## src/rtl/uart_tx_ctrl.sv

```systemverilog
// -----------------------------------------------------------------------------
// uart_tx_ctrl
//
// Purpose:
//   Frame controller for a UART transmitter. Sequences START, DATA, optional
//   PARITY and STOP on the serial line. The payload bits come from an external
//   serializer, which this block enables through ser_en. A new word is accepted
//   in IDLE, or in the STOP cycle so that frames can run back to back with no
//   gap between them.
//
// Configuration:
//   UART_TX_PARITY_EN - when defined, the PARITY state and parity generation
//                       are built. When undefined, DATA always exits to STOP
//                       and PAR_EN / PAR_TYP are ignored.
//
// Parameters:
//   DATAWIDTH  - payload width in bits (default 8)
//
// Ports:
//   clk        in   rising-edge clock
//   rst        in   asynchronous reset, active low
//   P_DATA     in   payload word, captured on acceptance
//   Data_Valid in   transmit request
//   PAR_EN     in   1 = append a parity bit (captured on acceptance)
//   PAR_TYP    in   0 = even parity, 1 = odd parity (captured on acceptance)
//   ser_data   in   current payload bit from the serializer
//   ser_done   in   serializer is presenting its last payload bit
//   ser_en     out  serializer shift enable
//   TX_OUT     out  serial line, idle high
//   busy       out  high while a frame is in progress
// -----------------------------------------------------------------------------
module uart_tx_ctrl #(
    parameter int DATAWIDTH = 8
) (
    input  logic                 clk,
    input  logic                 rst,
    input  logic [DATAWIDTH-1:0] P_DATA,
    input  logic                 Data_Valid,
    input  logic                 PAR_EN,
    input  logic                 PAR_TYP,
    input  logic                 ser_data,
    input  logic                 ser_done,
    output logic                 ser_en,
    output logic                 TX_OUT,
    output logic                 busy
);

    localparam int CNT_W = (DATAWIDTH > 1) ? $clog2(DATAWIDTH) : 1;
    localparam logic [CNT_W-1:0] LAST_BIT = CNT_W'(DATAWIDTH - 1);

    localparam logic [2:0] IDLE   = 3'd0;
    localparam logic [2:0] START  = 3'd1;
    localparam logic [2:0] DATA   = 3'd2;
`ifdef UART_TX_PARITY_EN
    localparam logic [2:0] PARITY = 3'd3;
`endif
    localparam logic [2:0] STOP   = 3'd4;

    logic [2:0]       state_q,   state_d;
    logic [CNT_W-1:0] bit_cnt_q, bit_cnt_d;
    logic             accept;

    // A word is taken only while idle or during the STOP cycle. The STOP
    // window is what makes consecutive frames contiguous.
    assign accept = Data_Valid && ((state_q == IDLE) || (state_q == STOP));

`ifdef UART_TX_PARITY_EN
    logic [DATAWIDTH-1:0] data_q;
    logic                 par_en_q;
    logic                 par_typ_q;
    logic                 parity_bit;

    // Parity comes from the captured word, so input changes mid-frame have
    // no effect on the bit that is sent.
    assign parity_bit = (^data_q) ^ par_typ_q;

    always_ff @(posedge clk or negedge rst) begin
        if (!rst) begin
            data_q    <= '0;
            par_en_q  <= 1'b0;
            par_typ_q <= 1'b0;
        end else if (accept) begin
            data_q    <= P_DATA;
            par_en_q  <= PAR_EN;
            par_typ_q <= PAR_TYP;
        end
    end
`else
    // Parity is not built. These ports remain for pin compatibility and are
    // collected here on purpose.
    logic unused_parity_inputs;
    assign unused_parity_inputs = ^{P_DATA, PAR_EN, PAR_TYP};
`endif

    always_comb begin
        state_d   = state_q;
        bit_cnt_d = bit_cnt_q;
        case (state_q)
            IDLE: begin
                if (accept) state_d = START;
            end
            START: begin
                state_d   = DATA;
                bit_cnt_d = '0;
            end
            DATA: begin
                bit_cnt_d = bit_cnt_q + 1'b1;
                // The counter is a backstop: DATA never outlasts DATAWIDTH
                // cycles, even if the serializer never raises ser_done.
                if (ser_done || (bit_cnt_q == LAST_BIT)) begin
                    bit_cnt_d = '0;
`ifdef UART_TX_PARITY_EN
                    state_d   = par_en_q ? PARITY : STOP;
`else
                    state_d   = STOP;
`endif
                end
            end
`ifdef UART_TX_PARITY_EN
            PARITY: begin
                state_d = STOP;
            end
`endif
            STOP: begin
                state_d = accept ? START : IDLE;
            end
            default: begin
                state_d   = IDLE;
                bit_cnt_d = '0;
            end
        endcase
    end

    always_ff @(posedge clk or negedge rst) begin
        if (!rst) begin
            state_q   <= IDLE;
            bit_cnt_q <= '0;
        end else begin
            state_q   <= state_d;
            bit_cnt_q <= bit_cnt_d;
        end
    end

    // Outputs are decoded from registered state only. The one exception is
    // TX_OUT in DATA, which passes the serializer bit straight through.
    always_comb begin
        TX_OUT = 1'b1;
        busy   = 1'b0;
        ser_en = 1'b0;
        case (state_q)
            START: begin
                TX_OUT = 1'b0;
                busy   = 1'b1;
                ser_en = 1'b1;
            end
            DATA: begin
                TX_OUT = ser_data;
                busy   = 1'b1;
                ser_en = 1'b1;
            end
`ifdef UART_TX_PARITY_EN
            PARITY: begin
                TX_OUT = parity_bit;
                busy   = 1'b1;
            end
`endif
            STOP: begin
                busy   = 1'b1;
            end
            default: begin
                TX_OUT = 1'b1;
            end
        endcase
    end

endmodule

```

## config.mk

```make
export PLATFORM = sky130hd
export DESIGN_NAME = uart_tx_ctrl
export DESIGN_NICKNAME = d
export VERILOG_FILES = /design/src/rtl/uart_tx_ctrl.sv
export SDC_FILE = /design/constraint.sdc
export NUM_CORES = 1
export LEC_CHECK = 0
export BUFFER_PORTS_ARGS = -buffer_cell sky130_fd_sc_hd__buf_2
export CAP_MARGIN = 0
export CELL_PAD_IN_SITES_DETAIL_PLACEMENT = 0
export CELL_PAD_IN_SITES_GLOBAL_PLACEMENT = 2
export CORE_MARGIN = 4
export CORE_UTILIZATION = 19
export DETAILED_ROUTE_END_ITERATION = 7
export PLACE_DENSITY_LB_ADDON = 0.1
export SLEW_MARGIN = 20
export SYNTH_ARGS = -nofsm -noshare
export SYNTH_HDL_FRONTEND = slang
export SYNTH_SLANG_ARGS = --single-unit
```

## constraint.sdc

```tcl
create_clock -name clk -period 1.5 [get_ports clk]
set_input_delay 0.3 -clock clk [delete_from_list [all_inputs] [get_ports clk]]
set_output_delay 0.3 -clock clk [all_outputs]
set_load 0.1 [all_outputs]
```

==> out/results.ini <==
[run_status]
outcome = finished with violations
violations = setup timing

[sta]
worst_pin_slew_ns = 0.372
period_minus_slack_ns = 1.69
slew_viol_final = 0
maxSlewHeadroom_pct = 75.2
finalHoldViolations = 0
fmax_mhz = 591
worst_slack_ns = -0.191
hold_ws_ns = 0.271
finalSetupViolations = 4
rsz0062_at_grt = true
fin_crit_sh_pct = 113
final.setup_skew_ns = 0.00146

[route]
ant_nets = 0
dr.max_layer_used = met4
wl_met2_um = 372
routed_wirelength_um = 764
wl_per_cell_um = 11.9
drcViolationCount = 0
drt_pass1_iterations = 2
initialDrtViolationCount = 7
wl_met3_um = 43
vias = 287
avgViaCountPerCell = 4.48
met1_length_um = 343

[grt]
grt_max_degree = 7
antenna_found_initial = 0
grt.overflow.total = 0
grt_pass1_vias = 313
grt_pass1_wl_um = 1180
grt_usage_pct = 7.77

[clocking]
cts.clk_slew.worst_paths_ns = 0.04
clock-sinks = 6
cts_buffers = 3
htree_levels = 1
cts.path.max_buffers = 2
root_buffer = clkbuf_4
cts_tree = built
clkLatencyLatePin_ns = 0.24

[placed_design]
dpl.cell_count = 57
place_congestion = 0.705
dp_hpwl_um = 605
io_buffers = 7

[critical_path]
cp_data_required_time_ns = 1.20
cp.arrival_ns = 1.39
crit_path_start_kind = flip-flop
crit_fanout = 5
crit_type = flip-flop to output port
end_kind = output port

[synth]
yosysUniqueCellTypes = 17
seq_area_frac_synth_pct = 49.0
netlist_area_sq_um = 307
synthesis.instances = 27
syn_nets = 44
syn_avg_cell_area_sq_um = 11.4
ys_ff_latch = 6
yosys_warnings = 0

[cells_and_area]
instances_no_fill = 64
area_growth_pct = 77.6
fin_nets = 67
fillCellCount = 152
final_cell_mix = buf_4 (9), dfrtp_1 (6), buf_2 (4)
diodes = 0
final_common_cell = buf_4
regArea_sq_um = 150
multiInputGateArea_sq_um = 183
layout-drive-gt1-share_pct = 50.0

[die]
coreArea_sq_um = 1520
die_x_um = 48.2
row_count = 14
initial_utilization_pct = 20.1
io_pins = 18
die_area_sq_um = 2320
die_y_um = 48.2

[worst_hold_path]
worstHoldPathType = input pin to flip-flop

[flow_run]
cap_violations = 0

[power_and_ir_drop]
peakVddDrop_mv = 1.35
power_density_nw_per_um2 = 2720
p_leak_nw = 0.264

state kept, by name, indices dropped and copies added, names as in the netlist:
| signal | flops |
|---|---|
| bit_cnt_q | 3 |
| state_q | 3 |
stage by stage:
step	utilization, %	power, W	cell area [sq um]	setup TNS [ns]	worst slack (ns)
final	35.7	0.00148	544	-0.574	-0.191
after global routing	35.7	0.00155	544	-0.760	-0.236
after CTS	35.2	0.00148	537	-0.658	-0.217
after detailed placement	30.7	0.00123	468	-0.197	-0.101
after global placement	30.7	0.00121	468	-0.114	-0.0739
after floorplan	-	0.000883	330	-0.110	-0.0966
final timing paths:
kind                            cells past startpoint  slack, ns          from            to
worst max-delay path                                3      -0.19    state_q[0]        TX_OUT
worst max register to register                      4      -0.07  bit_cnt_q[0]    state_q[1]
max in group asynchronous                           2       0.95           rst    state_q[1]
worst min-delay path                                2       0.27    Data_Valid    state_q[0]
min in group asynchronous                           2       0.41           rst  bit_cnt_q[1]
worst min register to register                      1       0.50  bit_cnt_q[1]  bit_cnt_q[1]
synthesized netlist by cell type:
cell type / number / area share (%)
a21o_1: 1 / 2.4
nand2b_1: 1 / 2.0
nor3_1: 1 / 1.6
nor2_1: 3 / 3.7
and2_1: 1 / 2.0
or2b_1: 1 / 2.4
or3b_1: 1 / 2.9
a21oi_1: 2 / 3.3
or4b_1: 1 / 3.3
o21ai_0: 1 / 1.6
or3b_2: 1 / 2.9
nor3b_1: 1 / 2.4
ha_1: 2 / 8.2
dfrtp_1: 6 / 49
xnor2_1: 1 / 2.9
a32o_1: 2 / 6.5
a22o_1: 1 / 2.9
routing by layer:
layer	track usage, %	vias to the layer above
met5	0	-
met4	6.45	0
met3	1.11	2
met2	13.0	7
met1	8.54	135
li1	-	143
timing repair:
item | in CTS | in global routing
setup endpoints to repair | 4 | 4
hold buffers | 1 | 0
endpoints found under the hold margin | 6 | 0
setup buffers | 2 | 1
resized for setup | 6 | 0
pin swaps | 4 | 1
worst max-delay path: stages, from the launching register on:
cell     delay (ns)
dfrtp_1        0.41
or3b_1         0.36
a21o_2         0.21
buf_12         0.16
final cells by class:
class | instances | share of cell area [%]
multi-input cells | 21 | 33.6
repair buffers | 18 | 31.0
flip-flops and latches | 6 | 27.6
clock buffers | 3 | 4.14
well taps | 16 | 3.68
power breakdown:
group          switching (W)  internal, W  total [W]  leakage, nW
registers          0.0000426     0.000209   0.000251       0.0805
logic               0.000626     0.000466    0.00109        0.170
clock network      0.0000482    0.0000898   0.000138       0.0138
total               0.000717     0.000764    0.00148        0.264
logic make-up (layout without fill, tap and decap cells):
group	count (synthesis)	in the layout	share of synthesized area, %
compound gates	7	7	16.7
buf+inv	0	21	0
xor+xnor	1	1	2.86
simple gates	11	11	23.3
fa+ha+maj	2	2	8.16
flops	6	6	49.0
(Power assumes the default switching activity.)
